$ cat config.mk
export PLATFORM = sky130hd
export DESIGN_NAME = dfa_table
export DESIGN_NICKNAME = d
export VERILOG_FILES = /design/src/rtl/grade_pkg.sv /design/src/rtl/dfa_table.sv
export SDC_FILE = /design/constraint.sdc
export NUM_CORES = 1
export LEC_CHECK = 0
export BUFFER_PORTS_ARGS = -buffer_cell sky130_fd_sc_hd__buf_4
export CAP_MARGIN = 30
export CORE_MARGIN = 2
export CORE_UTILIZATION = 46
export CTS_BUF_LIST = sky130_fd_sc_hd__clkbuf_16
export DETAILED_ROUTE_END_ITERATION = 10
export PLACE_DENSITY = 0.63
export SETUP_SLACK_MARGIN = 0.05
export SLEW_MARGIN = 30
export SYNTH_ARGS = -nofsm -noshare
export SYNTH_HDL_FRONTEND = slang
export SYNTH_SLANG_ARGS = --single-unit
$ cat constraint.sdc
create_clock -name clk -period 2.4 [get_ports clk]
set_input_delay 0.72 -clock clk [delete_from_list [all_inputs] [get_ports clk]]
set_output_delay 0.72 -clock clk [all_outputs]
set_load 0.01 [all_outputs]
$ cat src/rtl/grade_pkg.sv
// Shared types for the DFA equivalence checker: FSM encoding, default widths
// and the symbol-counter width.
package grade_pkg;

  localparam int DEF_STATE_W = 3;
  localparam int DEF_SYM_W   = 1;
  localparam int SYM_COUNT_W = 16;

  typedef enum logic [1:0] {
    IDLE = 2'd0,
    RUN  = 2'd1,
    FAIL = 2'd2
  } fsm_state_e;

  typedef logic [DEF_STATE_W-1:0] state_t;
  typedef logic [DEF_SYM_W-1:0]   sym_t;
  typedef logic [SYM_COUNT_W-1:0] sym_count_t;

endpackage

$ cat src/rtl/dfa_table.sv
// One programmable DFA: next-state table, accept bits and current-state register.
// Reset clears the table so every state becomes a non-accepting sink to state 0.
module dfa_table
  import grade_pkg::*;
#(
  parameter int STATE_W    = DEF_STATE_W,
  parameter int SYM_W      = DEF_SYM_W,
  parameter int INIT_STATE = 1
) (
  input  logic               clk,
  input  logic               reset,
  input  logic               cfg_we,
  input  logic               cfg_acc_we,
  input  logic [STATE_W-1:0] cfg_state,
  input  logic [SYM_W-1:0]   cfg_sym,
  input  logic [STATE_W-1:0] cfg_next,
  input  logic               cfg_accept,
  input  logic               init,
  input  logic               step,
  input  logic [SYM_W-1:0]   sym,
  output logic               accept
);

  localparam int NS = 1 << STATE_W;
  localparam int NA = 1 << SYM_W;

  logic [STATE_W-1:0] r_next [NS][NA];
  logic [NS-1:0]      r_acc;
  logic [STATE_W-1:0] r_state;

  always_ff @(posedge clk) begin
    if (reset) begin
      for (int i = 0; i < NS; i++)
        for (int j = 0; j < NA; j++)
          r_next[i][j] <= '0;
      r_acc   <= '0;
      r_state <= STATE_W'(INIT_STATE);
    end else begin
      if (cfg_we)
        r_next[cfg_state][cfg_sym] <= cfg_next;
      if (cfg_acc_we)
        r_acc[cfg_state] <= cfg_accept;
      if (init)
        r_state <= STATE_W'(INIT_STATE);
      else if (step)
        r_state <= r_next[r_state][sym];
    end
  end

  assign accept = r_acc[r_state];

endmodule

* Word level (Yosys, flattened, before mapping)
Memories as Yosys holds them, arrays and structs flattened. A register that Yosys moved wholly into a read port is not among the register bits.
Cells that the tools add are included.
** Word-level totals
- Flip-flop bits (word level) :: 11
- Latch bits :: 0
- Memory bits (writable) :: 48
- ROM bits :: 0
- Output and inout port bits :: 1
- Word-level logic and storage cells :: 35
- Memories kept :: 1
** Cells by class
- Add/sub/neg operators :: 0
- $mul :: 0
- Divide/modulo/power cells :: 0
- $lt $le $gt $ge :: 6
- Eq/ne operators :: 0
- Shift-type cells :: 0
- Muxes and demuxes :: 20
- Bitwise logic cells :: 2
- Reductions and logical operators :: 4
** Memories
- r_next :: words 8, bits a word 6, rd ports 1, clocked after Yosys merged registers in 1, write ports 8, RTL line dfa_table.sv:27 : logic [STATE_W-1:0] r_next [NS][NA];
** Operators by type and width (number)
- $mux 3 :: 7
- $mux 6 :: 3
- $bwmux 8 :: 1
- $lt 3x4->1 const B :: 2
- $mux 1 :: 6
- $reduce_or 6->1 :: 1
- $ge 2x2->1 const B :: 2
- $not 1->2 :: 2
- $bmux 1 s3 :: 1
- $demux 1 s3 :: 1
- $demux 3 s1 :: 1
- $ge 3x1->1 const B :: 1
- $logic_and 1x1->1 :: 2
- $lt 2x1->1 const B :: 1
- $reduce_or 2->1 :: 1

* Depth between registers and ports, before layout
- Word-level depth :: 8
- Gate-level depth with buffers :: 6

* Worst setup path before layout
Ideal clock, no wire load.
- Path type :: input port to flip-flop
- Start :: input port reset
- End :: memory r_next[0][3] (netlist name) (enable)
- Data arrival time :: 1.801 ns
- Required time :: 2.105 ns
- Path slack :: 0.304 ns
- Cell stages on the path :: 4
- Buffers on the path :: 1
- Cells stage by stage :: or3b_2 clkbuf_1 nor4_1 or2_2
** RTL lines
- from (decl) :: RTL line dfa_table.sv:11 : input logic reset,
- to (decl) :: RTL line dfa_table.sv:27

* Final worst setup path
- Start :: register r_state[0]
- End :: output port accept
** On the way
- Longest elaborated chain between the ends :: 2
** Ends and longest elaborated chain
- from (decl) :: RTL line dfa_table.sv:29 : logic [STATE_W-1:0] r_state;
- from (signal assigned) :: RTL line dfa_table.sv:37 : r_state <= STATE_W'(INIT_STATE);
- from (signal assigned) :: RTL line dfa_table.sv:44 : r_state <= STATE_W'(INIT_STATE);
- from (signal assigned) :: RTL line dfa_table.sv:46 : r_state <= r_next[r_state][sym];
- $bmux 1 s3 :: RTL line dfa_table.sv:50 : assign accept = r_acc[r_state];
- $mux 1 (implied by the code) :: RTL line dfa_table.sv:50
- to (decl) :: RTL line dfa_table.sv:21 : output logic accept
Every way passes these cells. The select of a mux whose other input is x is not followed.

==> impl_metrics.py <==
metrics = {
    "placement": {
        "dp_slack_ns": 0.1879,
        "dp_hpwl_mm": 4.666,
        "placed_cell_area_mm2": 0.003173,
        "gp_congestion": 0.8536,
        "port_buffers": 15,
    },
    "finish": {
        "multiInputGateArea_mm2": 0.001190,
        "area_growth_pct": 17.67,
        "diodes": 0,
        "seq_area_mm2": 0.001725,
        "drive_above_1_share_pct": 27.72,
        "finalInstanceArea_mm2": 0.003507,
        "nFillCells": 547,
        "nNetsFinal": 277,
        "final_util_pct": 55.55,
    },
    "synth": {
        "synth_commonest_cells": "48 x and2_1, 48 x edfxtp_1, 28 x nor2_1",
        "syn-mean-instance-area_um2": 12.21,
        "synth_top_area_share_pct": 48.36,
        "synth_cells": 244,
        "ys_seq_area_share_pct": 57.77,
        "ys_types": 31,
        "synth_seq_cells": 62,
        "synth_ff_type": "edfxtp_1",
        "ys_async_sr_fraction_pct": 0,
        "synthTopCellsByArea": "edfxtp_1 48%, and2_1 10%, dfxtp_1 9.4%",
        "synth_top_area_cell": "edfxtp_1",
        "synth_edf_count": 48,
        "synth.cell_area_mm2": 0.002980,
        "synth_nets": 259,
        "ys_warn_count": 0,
    },
    "drt": {
        "vias_per_cell": 5.305,
        "num_vias": 1825,
        "wl_per_cell_um": 18.44,
        "drt-initial-drc-count": 58,
        "firstDrtPassIters": 4,
        "drc_errors": 0,
        "routed_wl_mm": 6.345,
        "drtAntennaViolNets": 0,
    },
    "sta": {
        "hold_viol_final": 0,
        "rsz0062_at_grt": "true",
        "period_minus_slack_ns": 2.323,
        "setup_viol": 0,
        "fmax_ghz": 0.4304,
        "final_max_slew_viol_count": 0,
        "fin_tns_setup_ns": 0,
        "max_slew.worst_pin.slew_ns": 0.5280,
        "skew_ns": 0.004644,
        "maxSlewHeadroom_pct": 64.47,
        "timing.final.ws_setup_ns": 0.07665,
        "post-route-period-util_pct": 96.81,
    },
    "clock_network": {
        "root_buffer": "clkbuf_16",
        "cts_sinks": 62,
        "clk_latency_ns": 0.32,
        "cts_buffers": 9,
        "cts_max_level": 3,
        "clockBufferDepth": 2,
        "cts_tree": "built",
        "clkTransAtPathRegs_ns": 0.05,
    },
    "worst_setup_path": {
        "crit_end": "accept",
        "reg2reg_slack_ns": 0.61,
        "critPathLaunch": "r_state[0]$_SDFFE_PP1P_",
        "start_kind": "flop",
        "timing.rr.end": "r_state[0]$_SDFFE_PP1P_",
        "end_kind": "output port",
        "cp_data_arrival_time_ns": 1.60,
        "path_max_fanout": 3,
        "crit_type": "reg2out",
        "rr_worst_depth": 3,
        "crit_required_ns": 1.68,
    },
    "run": {
        "maxCapViolCount": 0,
    },
    "grt": {
        "grt_pass1_vias": 1958,
        "grt_antenna_before_repair": 0,
        "grt_max_degree": 22,
        "grt_first_pass_wirelength_mm": 10.31,
        "grt_usage_pct": 19.59,
        "overflow": 0,
    },
    "floorplan": {
        "coreArea_mm2": 0.006314,
        "fp.dieH_um": 84.49,
        "io_pins": 16,
        "die_width_um": 84.49,
        "initial_core_util_pct": 47.21,
        "row_count": 29,
        "dieArea_mm2": 0.007139,
    },
    "run_status": {
        "status": "complete, no violations",
    },
    "power": {
        "power.density_mw_per_mm2": 789.5,
        "peakVddDrop_mv": 0.4472,
        "p_leak_uw": 0.001317,
    },
    "min_path": {
        "hp-class": "reg2reg",
    },
}
==> kinds of logic (layout without fill, tap and decap cells) <==
family	after synthesis	count (layout)	share of synthesized area, %
mux	30	30	14.02
buf+inv	18	41	2.435
compound gates	8	8	1.973
flops	62	62	57.77
simple gates	126	126	23.80
==> routing by layer <==
metal / vias up / part of all wire (%) / global-route usage, %
met2: 31 / 51 / 31.21
met4: 0 / 1.4 / 10.10
met3: 9 / 2.2 / 3.540
met5: - / 0 / 0
li1: 903 / - / -
met1: 882 / 45 / 25.75
==> final cells by class <==
cell class / count / area share [%]
Sequential cell: 62 / 49.20
Clock buffer: 9 / 6.422
Inverter: 3 / 0.3211
Clock inverter: 7 / 2.569
Tap cell: 77 / 2.747
Timing Repair Buffer: 22 / 4.816
Multi-Input combinational cell: 164 / 33.93
==> flip-flops by register name, summed over array words and instances (netlist names), named ones only <==
register and flops:
r_next 48, r_state 3, r_acc 8
==> through the flow <==
step	std cells	hold slack, ns	total power, uW
3_5_place_dp	327	0.4883	1446
2_1_floorplan	244	0.4494	1369
4_1_cts	344	0.5015	2794
3_3_place_gp	327	0.4776	1444
6_report	344	0.4927	2769
5_1_grt	344	0.5378	2860
==> report_power, final <==
group | total, uW | leakage (uW) | switching [uW] | internal [uW]
sequential | 1240 | 0.000571 | 27.0 | 1210
clock | 1340 | 0.000157 | 444 | 901
combinational | 186 | 0.000589 | 98.7 | 87.4
total | 2770 | 0.00132 | 569 | 2200
==> critical path, stage by stage (launching register included) <==
cell     delay (ns)
dfxtp_4        0.37
mux4_2         0.50
mux2_4         0.29
buf_6          0.12
==> what timing repair did <==
item / 4_1_cts / 5_1_grt
buffers inserted: 1 / 0
gates resized for setup: 4 / 0
endpoints found under the setup margin: 1 / 1
hold buffers: 0 / 0
==> worst min path at each step <==
stage | start | end | depth (start not counted)
finish | r_acc[3]$_SDFFE_PP0P_ | r_acc[3]$_SDFFE_PP0P_ | 2
global route | r_acc[7]$_SDFFE_PP0P_ | r_acc[7]$_SDFFE_PP0P_ | 2
CTS | r_acc[7]$_SDFFE_PP0P_ | r_acc[7]$_SDFFE_PP0P_ | 2
detailed placement | r_acc[7]$_SDFFE_PP0P_ | r_acc[7]$_SDFFE_PP0P_ | 2
global placement | r_acc[1]$_SDFFE_PP0P_ | r_acc[1]$_SDFFE_PP0P_ | 2
floorplan | r_state[2]$_SDFFE_PP0P_ | flop | 2
==> cell usage in the layout, fill, tap and decap left out, types with 2 or more instances in the layout <==
master,n
nand3b_1,5
nand3_1,7
bufinv_16,2
mux2i_1,17
clkbuf_16,9
nor4_1,2
a22oi_1,2
mux2_2,3
nor3_1,2
or2_2,19
nand2_1,6
and2_1,48
nand2b_1,2
inv_1,4
clkinv_2,2
nor2_1,28
mux4_2,9
buf_4,21
edfxtp_1,48
or3b_2,3
dfxtp_1,13
Power figures use the tool's default switching activity.
